--- src/rtl/video_timing_pkg.sv ---
// video_timing_pkg: shared count width, timing tuple, standard presets and region-boundary helper
package video_timing_pkg;

    localparam int COUNT_W = 12;

    typedef struct packed {
        logic [COUNT_W:0] active;
        logic [COUNT_W:0] fp;
        logic [COUNT_W:0] sync;
        logic [COUNT_W:0] bp;
    } timing_t;

    typedef struct packed {
        logic [COUNT_W:0] total;
        logic [COUNT_W:0] sync_start;
        logic [COUNT_W:0] sync_end;
    } bounds_t;

    localparam timing_t TIMING_1080P60_H = '{13'd1920, 13'd88, 13'd44, 13'd148};
    localparam timing_t TIMING_1080P60_V = '{13'd1080, 13'd4, 13'd5, 13'd36};
    localparam timing_t TIMING_720P60_H  = '{13'd1280, 13'd110, 13'd40, 13'd220};
    localparam timing_t TIMING_720P60_V  = '{13'd720, 13'd5, 13'd5, 13'd20};

    function automatic bounds_t axis_bounds(input timing_t t);
        bounds_t b;
        b.total      = t.active + t.fp + t.sync + t.bp;
        b.sync_start = t.active + t.fp;
        b.sync_end   = t.active + t.fp + t.sync;
        return b;
    endfunction

endpackage

--- src/rtl/video_axis_counter.sv ---
// video_axis_counter: one wrapping raster axis counter with carry-out and sync/active comparators
module video_axis_counter
    import video_timing_pkg::*;
#(
    parameter int TOTAL      = 16,
    parameter int SYNC_START = 10,
    parameter int SYNC_END   = 13,
    parameter int ACTIVE     = 8
) (
    input  logic               clk,
    input  logic               reset,
    input  logic               step,
    output logic [COUNT_W-1:0] count,
    output logic               wrap,
    output logic               sync,
    output logic               active
);

    localparam logic [COUNT_W:0] LAST = (COUNT_W+1)'(TOTAL - 1);
    localparam logic [COUNT_W:0] SS   = (COUNT_W+1)'(SYNC_START);
    localparam logic [COUNT_W:0] SE   = (COUNT_W+1)'(SYNC_END);
    localparam logic [COUNT_W:0] ACT  = (COUNT_W+1)'(ACTIVE);

    logic [COUNT_W:0] cx;
    logic             last;

    assign cx     = {1'b0, count};
    assign last   = cx == LAST;
    assign wrap   = step && last;
    assign sync   = cx >= SS && cx < SE;
    assign active = cx < ACT;

    always_ff @(posedge clk) begin
        if (reset)
            count <= '0;
        else if (step)
            count <= last ? '0 : count + 1'b1;
    end

endmodule

--- src/rtl/video_timing_gen.sv ---
// video_timing_gen: raster h/v counters with hsync/vsync/de/frame_start delayed to match downstream RGB registers
module video_timing_gen
    import video_timing_pkg::*;
#(
    parameter int H_ACTIVE = 1920,
    parameter int H_FP     = 88,
    parameter int H_SYNC   = 44,
    parameter int H_BP     = 148,
    parameter int V_ACTIVE = 1080,
    parameter int V_FP     = 4,
    parameter int V_SYNC   = 5,
    parameter int V_BP     = 36,
    parameter int HS_POL   = 1,
    parameter int VS_POL   = 1,
    parameter int PIPE_DLY = 1
) (
    input  logic               clk,
    input  logic               reset,
    input  logic               en,
    output logic [COUNT_W-1:0] h_count,
    output logic [COUNT_W-1:0] v_count,
    output logic               hsync,
    output logic               vsync,
    output logic               de,
    output logic               frame_start
);

    if (H_ACTIVE + H_FP + H_SYNC + H_BP > 4096 || V_ACTIVE + V_FP + V_SYNC + V_BP > 4096) begin : g_bad_total
        $error("video_timing_gen: H or V total exceeds 4096");
    end
    if (PIPE_DLY < 0 || PIPE_DLY > 7) begin : g_bad_dly
        $error("video_timing_gen: PIPE_DLY must be 0..7");
    end

    localparam timing_t HT = '{13'(H_ACTIVE), 13'(H_FP), 13'(H_SYNC), 13'(H_BP)};
    localparam timing_t VT = '{13'(V_ACTIVE), 13'(V_FP), 13'(V_SYNC), 13'(V_BP)};
    localparam bounds_t HB = axis_bounds(HT);
    localparam bounds_t VB = axis_bounds(VT);

    logic       h_wrap, hs_i, vs_i, h_act, v_act, frame_end_unused;
    logic [3:0] flags, dly;

    video_axis_counter #(
        .TOTAL(int'(HB.total)), .SYNC_START(int'(HB.sync_start)),
        .SYNC_END(int'(HB.sync_end)), .ACTIVE(H_ACTIVE)
    ) u_h (
        .clk(clk), .reset(reset), .step(en),
        .count(h_count), .wrap(h_wrap), .sync(hs_i), .active(h_act)
    );

    // Vertical axis advances only on the horizontal wrap, so both wrap on one edge
    video_axis_counter #(
        .TOTAL(int'(VB.total)), .SYNC_START(int'(VB.sync_start)),
        .SYNC_END(int'(VB.sync_end)), .ACTIVE(V_ACTIVE)
    ) u_v (
        .clk(clk), .reset(reset), .step(h_wrap),
        .count(v_count), .wrap(frame_end_unused), .sync(vs_i), .active(v_act)
    );

    assign flags = {hs_i, vs_i, h_act && v_act, h_count == '0 && v_count == '0};

    if (PIPE_DLY == 0) begin : g_nodly
        // Counts sit at 0,0 during reset; mask so reset still shows inactive flags
        assign dly = reset ? 4'b0 : flags;
    end else begin : g_dly
        logic [3:0] sr [PIPE_DLY];
        always_ff @(posedge clk) begin
            if (reset) begin
                for (int i = 0; i < PIPE_DLY; i++) sr[i] <= '0;
            end else if (en) begin
                sr[0] <= flags;
                for (int i = 1; i < PIPE_DLY; i++) sr[i] <= sr[i-1];
            end
        end
        assign dly = sr[PIPE_DLY-1];
    end

    assign hsync       = HS_POL != 0 ? dly[3] : ~dly[3];
    assign vsync       = VS_POL != 0 ? dly[2] : ~dly[2];
    assign de          = dly[1];
    assign frame_start = dly[0];

endmodule

--- config.mk ---
export PLATFORM = sky130hd
export DESIGN_NAME = video_timing_gen
export DESIGN_NICKNAME = d
export VERILOG_FILES = /design/src/rtl/video_timing_pkg.sv /design/src/rtl/video_axis_counter.sv /design/src/rtl/video_timing_gen.sv
export SDC_FILE = /design/constraint.sdc
export NUM_CORES = 1
export LEC_CHECK = 0
export CAP_MARGIN = 20
export CORE_ASPECT_RATIO = 1.5
export CORE_MARGIN = 5
export CORE_UTILIZATION = 54
export DETAILED_ROUTE_END_ITERATION = 6
export HOLD_SLACK_MARGIN = 0.08
export MAX_ROUTING_LAYER = met4
export PLACE_DENSITY = 0.83
export SYNTH_ARGS = -nofsm -noshare
export SYNTH_HDL_FRONTEND = slang
export SYNTH_SLANG_ARGS = --single-unit
--- constraint.sdc ---
create_clock -name clk -period 4.25 [get_ports clk]
set_input_delay 0.6375 -clock clk [delete_from_list [all_inputs] [get_ports clk]]
set_output_delay 0.6375 -clock clk [all_outputs]
set_load 0.01 [all_outputs]
==> results of run 1 <==
[critical path: cells and delay by family]
kind	cells	cell delay (ns)
compound gates	1	0.14
simple gates	3	1.23
buf+inv	1	0.63
[synth_stat cells, drive strengths merged (5+ instances only)]
master	n	area share (%)
nand4	13	5.8
nand2b	6	2.5
clkbuf	5	1.3
nand2	14	3.5
nand3	10	3.3
ha	5	4.2
dfxtp	24	32
nor3	6	2.0
xnor2	6	3.5
nor2	15	3.8
inv	7	1.8
a21oi	8	2.7
[worst max-delay path by stage]
stage,from,to,slack [ns],cells after the start
4_1_cts,en,u_v.count[7]$_SDFFE_PP0P_,1.82,5
5_1_grt,en,u_v.count[7]$_SDFFE_PP0P_,1.70,5
6_report,en,u_v.count[7]$_SDFFE_PP0P_,1.81,5
3_5_place_dp,en,u_v.count[7]$_SDFFE_PP0P_,1.55,5
2_1_floorplan,en,u_v.count[11]$_SDFFE_PP0P_,2.37,6
3_3_place_gp,en,u_v.count[7]$_SDFFE_PP0P_,1.60,5
[power groups by stage]
stage / Sequential, mW / Clock, mW / Combinational (mW)
after floorplan: 0.290 / 0 / 0.0205
after global placement: 0.288 / 0 / 0.0409
after detailed placement: 0.288 / 0 / 0.0414
after CTS: 0.282 / 0.190 / 0.0418
after global routing: 0.283 / 0.199 / 0.0459
final: 0.283 / 0.186 / 0.0415
[sequential cells by signal, summed over array words and instances, names as in the netlist]
signal     cells
g_dly.sr       4
u_v.count     12
u_h.count     12
[final cells by class]
cell class,instances,share of cell area (%)
Multi-Input combinational cell,130,44.64
Sequential cell,28,31.98
Timing Repair Buffer,30,15.99
Clock buffer,4,3.531
Tap cell,37,2.465
Inverter,7,1.399
[stage by stage]
stage	hold WS, ns	util [%]	instances	worst slack, ns
after floorplan	0.5229	-	173	2.369
after global placement	0.5012	67.70	232	1.603
after detailed placement	0.5184	67.70	232	1.550
after CTS	0.5327	70.17	236	1.819
after global routing	0.5611	70.17	236	1.703
final	0.5318	70.17	236	1.812
[per-layer routing]
| layer | routed length, um | up-vias | track usage, % | share of wire, % |
|---|---|---|---|---|
| met5 | 0 | - | - | 0 |
| met4 | 59 | 0 | 9.375 | 1.6 |
| met3 | 180 | 6 | 2.806 | 4.8 |
| met2 | 2101 | 57 | 38.12 | 56 |
| met1 | 1405 | 686 | 21.07 | 37 |
| li1 | - | 689 | - | - |
[cells by family after synthesis]
| kind of cell | Yosys count | synth area share (%) |
|---|---|---|
| fa+ha+maj | 5 | 4.174 |
| flops | 28 | 40.07 |
| mux | 2 | 1.336 |
| simple gates | 85 | 32.14 |
| buf+inv | 15 | 4.007 |
| xor+xnor | 10 | 5.843 |
| compound gates | 28 | 12.44 |
==> impl_metrics.env, run 1 <==
export IMPL_worstHoldStart="u_v.count[7]$_SDFFE_PP0P_"
export IMPL_drtIter0Drc=44
export IMPL_finalSetupViolations=0
export IMPL_cts_resized_gates=0
export IMPL_post_cts_setup_buffers=0
export IMPL_syn_to_final_growth_pct=25.29
export IMPL_swShare_pct=22.01
export IMPL_drc=0
export IMPL_clock_root_buffer="clkbuf_8"
export IMPL_drive_gt1_share_pct=4.020
export IMPL_netlist_instances=173
export IMPL_track_usage_pct=20.70
export IMPL_combPwrFrac_pct=8.1
export IMPL_cts_tree="built"
export IMPL_ir_drop_v=0.0001848
export IMPL_ys_seq_elements=28
export IMPL_core_area_um2=2676
export IMPL_worst_pin_slew_ns=0.4757
export IMPL_clockBufferDepth=2
export IMPL_r2r_start="u_h.count[0]$_SDFFE_PP0P_"
export IMPL_cp_cell_sequence="clkdlybuf4s50_1, and3_1, nand4_2, or4_1, a21oi_1"
export IMPL_clk_pin_slew_ns=0.09
export IMPL_hold_path_end="u_v.count[7]$_SDFFE_PP0P_"
export IMPL_reg2reg_slack_ns=2.21
export IMPL_fp_dieH_um=74.53
export IMPL_grt_overflow=0
export IMPL_htree_levels=1
export IMPL_r2r_end="u_v.count[7]$_SDFFE_PP0P_"
export IMPL_slowest_stage="clkdlybuf4s50_1"
export IMPL_cap_violations=0
export IMPL_power_switching_mw=0.1123
export IMPL_fin_worst_skew_ns=0.004994
export IMPL_diodes=0
export IMPL_vias=1438
export IMPL_end_kind="flop"
export IMPL_avgViaCountPerCell=6.093
export IMPL_pwr_share_seq_pct=55.4
export IMPL_hold_viol=0
export IMPL_fin_crit_ns=2.438
export IMPL_dpl_cell_area_um2=1812
export IMPL_leakage_nw=0.6807
export IMPL_rsz0062_at_grt="false"
export IMPL_final_area_um2=1878
export IMPL_numClockSinks=28
export IMPL_syn_avg_cell_area_um2=8.664
export IMPL_pwr_share_clk_pct=36.5
export IMPL_grt_pass1_vias=1375
export IMPL_ant_nets=0
export IMPL_numCtsBuffers=3
export IMPL_grt_pass1_wl_mm=5.940
export IMPL_power_mw=0.5101
export IMPL_grt_max_degree=17
export IMPL_regArea_um2=600.6
export IMPL_ys_seq_area_share_pct=40.07
export IMPL_io_pins=31
export IMPL_cp_arrival_ns=2.64
export IMPL_drt_pass1_iter_count=5
export IMPL_totalWireLength_mm=3.747
export IMPL_hp_class="flop to flop"
export IMPL_worstSetupPathType="input port to flop"
export IMPL_start_util_pct=56.01
export IMPL_final_nets=208
export IMPL_p_per_area_nw_per_um2=271.6
export IMPL_slew_headroom_pct=68.19
export IMPL_place_congestion=0.8842
export IMPL_max_freq_mhz=410.2
export IMPL_worstPathRequired_ns=4.45
export IMPL_dp_hpwl_mm=2.780
export IMPL_min_period_over_period_pct=57.36
export IMPL_antenna_found_initial=0
export IMPL_rows=23
export IMPL_synth_area_um2=1499
export IMPL_crit_path_max_fanout=15
export IMPL_die_area_um2=3951
export IMPL_drv_slew=0
export IMPL_cpPeakStageDelay_ns=0.63
export IMPL_avgRoutedWirePerCell_um=15.88
export IMPL_portBuffers=30
export IMPL_die_x_um=53.02
export IMPL_reg2reg_depth=5
export IMPL_insertion_delay_ns=0.28
export IMPL_synth_fp_nets=181
export IMPL_cts_hold_buf=0
export IMPL_start_kind="input port"
export IMPL_ys_warn_count=0
export IMPL_final_cell_mix="clkdlybuf4s50_1, dfxtp_1, nor2_1"
export IMPL_status="completed"
export IMPL_synth_cell_types=40
export IMPL_ys_async_sr_fraction_pct=0
export IMPL_min_path_cells=2
export IMPL_synth_main_ff_cell="dfxtp_1"
export IMPL_tns_ns=0
export IMPL_p_int_mw=0.3978
export IMPL_layout_commonest_cell="clkdlybuf4s50_1"
export IMPL_synth_edff_count=4
export IMPL_fillerInstances=220
export IMPL_multi_input_area_um2=838.3
No activity file was read; power rests on OpenSTA's default activity.
==> run 2: changes to the inputs <==
--- a/config.mk
+++ b/config.mk
@@ -8,11 +8,11 @@
 export CAP_MARGIN = 20
 export CORE_ASPECT_RATIO = 1.5
 export CORE_MARGIN = 5
-export CORE_UTILIZATION = 54
+export CORE_UTILIZATION = 50
 export DETAILED_ROUTE_END_ITERATION = 6
 export HOLD_SLACK_MARGIN = 0.08
 export MAX_ROUTING_LAYER = met4
-export PLACE_DENSITY = 0.83
+export PLACE_DENSITY = 0.77
 export SYNTH_ARGS = -nofsm -noshare
 export SYNTH_HDL_FRONTEND = slang
 export SYNTH_SLANG_ARGS = --single-unit
==> constraint.sdc (replaced) <==
create_clock -name clk -period 2.54 [get_ports clk]
set_input_delay 0.381 -clock clk [delete_from_list [all_inputs] [get_ports clk]]
set_output_delay 0.381 -clock clk [all_outputs]
set_load 0.01 [all_outputs]
==> impl_metrics.env, run 2 (synthesized netlist as in run 1, its figures left out) <==
export IMPL_status="completed"
export IMPL_drt_pass1_iter_count=4
export IMPL_io_pins=31
export IMPL_worst_pin_slew_ns=0.4413
export IMPL_min_period_over_period_pct=81.19
export IMPL_hold_viol=0
export IMPL_die_x_um=54.71
export IMPL_totalWireLength_mm=3.729
export IMPL_slew_headroom_pct=70.36
export IMPL_htree_levels=1
export IMPL_tns_ns=0
export IMPL_fin_util_pct=64.35
export IMPL_antenna_found_initial=0
export IMPL_cts_resized_gates=0
export IMPL_avgViaCountPerCell=5.946
export IMPL_max_freq_mhz=484.9
export IMPL_start_kind="flop"
export IMPL_avgRoutedWirePerCell_um=15.54
export IMPL_rsz0062_at_grt="false"
export IMPL_leakage_nw=0.6796
export IMPL_cap_violations=0
export IMPL_crit_path_max_fanout=15
export IMPL_place_congestion=0.9033
export IMPL_ant_nets=0
export IMPL_fp_dieH_um=77.06
export IMPL_track_usage_pct=19.95
export IMPL_drtIter0Drc=39
export IMPL_portBuffers=30
export IMPL_dpl_cell_area_um2=1829
export IMPL_vias=1427
export IMPL_fillerInstances=271
export IMPL_fin_worst_skew_ns=0.006884
export IMPL_drv_slew=0
export IMPL_cp_arrival_ns=2.27
export IMPL_numCtsBuffers=3
export IMPL_final_area_um2=1874
export IMPL_core_area_um2=2913
export IMPL_end_kind="flop"
export IMPL_power_mw=0.7930
export IMPL_grt_overflow=0
export IMPL_rows=24
export IMPL_clockBufferDepth=2
export IMPL_diodes=0
export IMPL_grt_pass1_vias=1409
export IMPL_start_util_pct=51.46
export IMPL_dp_hpwl_mm=2.839
export IMPL_grt_max_degree=16
export IMPL_drive_gt1_share_pct=4.478
export IMPL_numClockSinks=28
export IMPL_syn_to_final_growth_pct=25.04
export IMPL_die_area_um2=4216
export IMPL_final_cell_mix="clkdlybuf4s50_1, dfxtp_1, nor2_1"
export IMPL_cts_tree="built"
export IMPL_grt_pass1_wl_mm=6.182
export IMPL_clk_pin_slew_ns=0.10
export IMPL_hp_class="flop to flop"
export IMPL_p_per_area_nw_per_um2=423.1
export IMPL_fin_crit_ns=2.062
export IMPL_ir_drop_v=0.0003201
export IMPL_worstSetupPathType="flop to flop"
export IMPL_final_nets=210
export IMPL_layout_commonest_cell="clkdlybuf4s50_1"
export IMPL_insertion_delay_ns=0.28
export IMPL_drc=0
export IMPL_worstPathRequired_ns=2.75
export IMPL_post_cts_setup_buffers=0
export IMPL_cts_hold_buf=0
export IMPL_clock_root_buffer="clkbuf_8"
export IMPL_finalSetupViolations=0
export IMPL_reg_top3="u_h.count: 12 flops, u_v.count: 12 flops, g_dly.sr: 4 flops"
[run 2: layout make-up]
type / count / area, um^2 / share of cell area (%)
clock buffers: 3 / 41.29 / 2.203
repair buffers: 32 / 315.3 / 16.82
flip-flops and latches: 28 / 600.6 / 32.04
clock inverters: 1 / 3.754 / 0.2003
multi-input cells: 130 / 838.3 / 44.73
inverters: 7 / 26.28 / 1.402
well taps: 39 / 48.80 / 2.603
[run 2: worst paths after layout]
check,slack (ns),to,cells after the start,start
setup / recovery,0.48,u_v.count[3]$_SDFFE_PP0P_,5,u_h.count[0]$_SDFFE_PP0P_
hold / removal,0.53,u_v.count[8]$_SDFFE_PP0P_,2,u_v.count[8]$_SDFFE_PP0P_
setup reg to reg,0.48,u_v.count[3]$_SDFFE_PP0P_,5,u_h.count[0]$_SDFFE_PP0P_
hold reg to reg,0.53,u_v.count[8]$_SDFFE_PP0P_,2,u_v.count[8]$_SDFFE_PP0P_
[run 2: stage by stage]
step           hold WS, ns  setup WS, ns  instances
2_1_floorplan       0.5229        0.8151        173
3_3_place_gp        0.5003        0.3486        236
6_report            0.5266        0.4779        240
5_1_grt             0.5658        0.2958        240
3_5_place_dp        0.5167        0.2847        236
4_1_cts             0.5318        0.4871        240
[run 2: critical path, stage by stage (launching register included)]
cell and delay, ns:
dfxtp_1 0.41, ha_1 0.24, and3_1 0.27, nand4_2 0.33, or4b_1 0.60, a21oi_1 0.15
[run 2: power by group]
group	internal, mW	switching (mW)	total (mW)
clock network	0.109	0.139	0.248
logic	0.0367	0.0363	0.0730
registers	0.459	0.0125	0.472
total	0.605	0.188	0.793
[run 2: metal layers]
metal / track usage (%) / vias up / wire length (um)
li1: - / 698 / -
met4: 9.975 / 0 / 101
met2: 34.00 / 38 / 2038
met5: - / - / 0
met1: 20.73 / 681 / 1456
met3: 3.488 / 10 / 132
==> run 3: changes to the inputs <==
==> constraint.sdc (replaced) <==
create_clock -name clk -period 2.05 [get_ports clk]
set_input_delay 0.3075 -clock clk [delete_from_list [all_inputs] [get_ports clk]]
set_output_delay 0.3075 -clock clk [all_outputs]
set_load 0.01 [all_outputs]
==> impl_metrics.env, run 3 (synthesized netlist as in run 1, its figures left out) <==
export IMPL_status="completed"
export IMPL_reg_top3="u_h.count: 12 flops, u_v.count: 12 flops, g_dly.sr: 4 flops"
export IMPL_worstPathRequired_ns=2.20
export IMPL_cp_cell_sequence="inv_1, ha_1, nor4bb_2, a41oi_2, nand2b_1, o221ai_1"
export IMPL_die_x_um=54.71
export IMPL_rows=24
export IMPL_p_per_area_nw_per_um2=506.3
export IMPL_hp_class="flop to flop"
export IMPL_finalSetupViolations=0
export IMPL_max_freq_mhz=524.1
export IMPL_place_congestion=0.8808
export IMPL_cpPeakStageDelay_ns=0.40
export IMPL_cp_arrival_ns=2.06
export IMPL_combPwrFrac_pct=9.7
export IMPL_start_util_pct=51.46
export IMPL_drive_gt1_share_pct=10.00
export IMPL_layout_commonest_cell="clkdlybuf4s50_1"
export IMPL_final_cells=249
export IMPL_post_cts_setup_buffers=0
export IMPL_dp_hpwl_mm=3.042
export IMPL_reg2reg_depth=6
export IMPL_io_pins=31
export IMPL_min_period_over_period_pct=93.08
export IMPL_final_area_um2=1958
export IMPL_portBuffers=30
export IMPL_drc=0
export IMPL_cts_tree="built"
export IMPL_fin_ws_ns=0.1418
export IMPL_syn_to_final_growth_pct=30.63
export IMPL_drv_slew=0
export IMPL_crit_cells=6
export IMPL_vias=1491
export IMPL_clockBufferDepth=2
export IMPL_final_cell_mix="clkdlybuf4s50_1, dfxtp_1, nor2_1"
export IMPL_drt_pass1_iter_count=4
export IMPL_swShare_pct=23.63
export IMPL_fin_worst_skew_ns=0.0007080
export IMPL_power_switching_mw=0.2343
export IMPL_tns_ns=0
export IMPL_slowest_stage="nor4bb_2"
export IMPL_hold_ws_ns=0.5303
export IMPL_diodes=0
export IMPL_grt_max_degree=16
export IMPL_power_mw=0.9913
export IMPL_fp_dieH_um=77.06
export IMPL_cap_violations=0
export IMPL_crit_family="simple AND/OR/NAND/NOR gates"
export IMPL_ant_nets=0
export IMPL_worstSetupPathType="flop to flop"
export IMPL_avgRoutedWirePerCell_um=15.82
export IMPL_crit_path_max_fanout=6
export IMPL_antenna_found_initial=0
export IMPL_reg2reg_slack_ns=0.14
export IMPL_grt_pass1_wl_mm=6.824
export IMPL_numCtsBuffers=3
export IMPL_dp_cells=245
export IMPL_totalWireLength_mm=3.938
export IMPL_slew_headroom_pct=70.83
export IMPL_min_path_cells=2
export IMPL_fin_util_pct=67.23
export IMPL_dpl_cell_area_um2=1897
export IMPL_ir_drop_v=0.0004295
export IMPL_final_nets=219
export IMPL_grt_pass1_vias=1559
export IMPL_drtIter0Drc=67
export IMPL_p_int_mw=0.7571
export IMPL_pwr_share_seq_pct=59.0
export IMPL_grt_overflow=0
export IMPL_preCtsSetupSlack_ns=0.02891
export IMPL_track_usage_pct=21.73
export IMPL_leakage_nw=0.7206
export IMPL_numClockSinks=28
export IMPL_cp_num_buf_inv=1
export IMPL_fin_crit_ns=1.908
export IMPL_core_area_um2=2913
export IMPL_clk_pin_slew_ns=0.09
export IMPL_avgViaCountPerCell=5.988
export IMPL_insertion_delay_ns=0.27
export IMPL_die_area_um2=4216
export IMPL_htree_levels=1
export IMPL_clock_root_buffer="clkbuf_8"
export IMPL_cts_hold_buf=0
export IMPL_end_kind="flop"
export IMPL_hold_viol=0
export IMPL_pwr_share_clk_pct=31.3
export IMPL_worst_pin_slew_ns=0.4265
export IMPL_start_kind="flop"
run 3: changes by cell type in the layout (fill, tap and decap cells not counted), sizes merged:
cell,change
clkinv,-1
clkbuf,+1
buf,+9
run 3: path summary, 6_finish.rpt:
check | startpoint | endpoint
setup / recovery | u_v.count[0]$_SDFFE_PP0P_ | u_v.count[5]$_SDFFE_PP0P_
setup reg to reg | u_v.count[0]$_SDFFE_PP0P_ | u_v.count[5]$_SDFFE_PP0P_
hold / removal | u_h.count[0]$_SDFFE_PP0P_ | u_h.count[0]$_SDFFE_PP0P_
hold reg to reg | u_h.count[0]$_SDFFE_PP0P_ | u_h.count[0]$_SDFFE_PP0P_
run 3: final cells by class:
type	instances	area [um^2]
fillers	260	954.7
repair buffers	41	382.9
flip-flops and latches	28	600.6
clock buffers	4	45.04
well taps	39	48.80
inverters	7	26.28
multi-input cells	130	854.6
run 3: power by group through the flow:
stage	Sequential (mW)	Clock (mW)	Combinational, mW
floorplan	0.601	0	0.0425
global placement	0.597	0	0.0930
detailed placement	0.598	0	0.0951
CTS	0.585	0.316	0.0955
global route	0.589	0.349	0.106
finish	0.585	0.310	0.0959
run 3: worst register-to-register path: cells and delay by family, from the launching register on:
| family | cells | cell delay [ns] |
|---|---|---|
| compound gates | 2 | 0.40 |
| fa+ha+maj | 1 | 0.22 |
| buf+inv | 1 | 0.13 |
| flops | 1 | 0.36 |
| simple gates | 2 | 0.68 |
run 3: layer usage:
layer	vias up	track usage, %	share of wire, %
met5	-	-	0
met2	54	37.80	56
met3	9	3.101	4.1
li1	710	-	-
met1	718	23.03	38
met4	0	9.227	2.1
run 3: timing repair:
action                     4_1_cts  5_1_grt
setup endpoints to repair        0        8
resized for setup                0        4
hold endpoints to repair         0        0
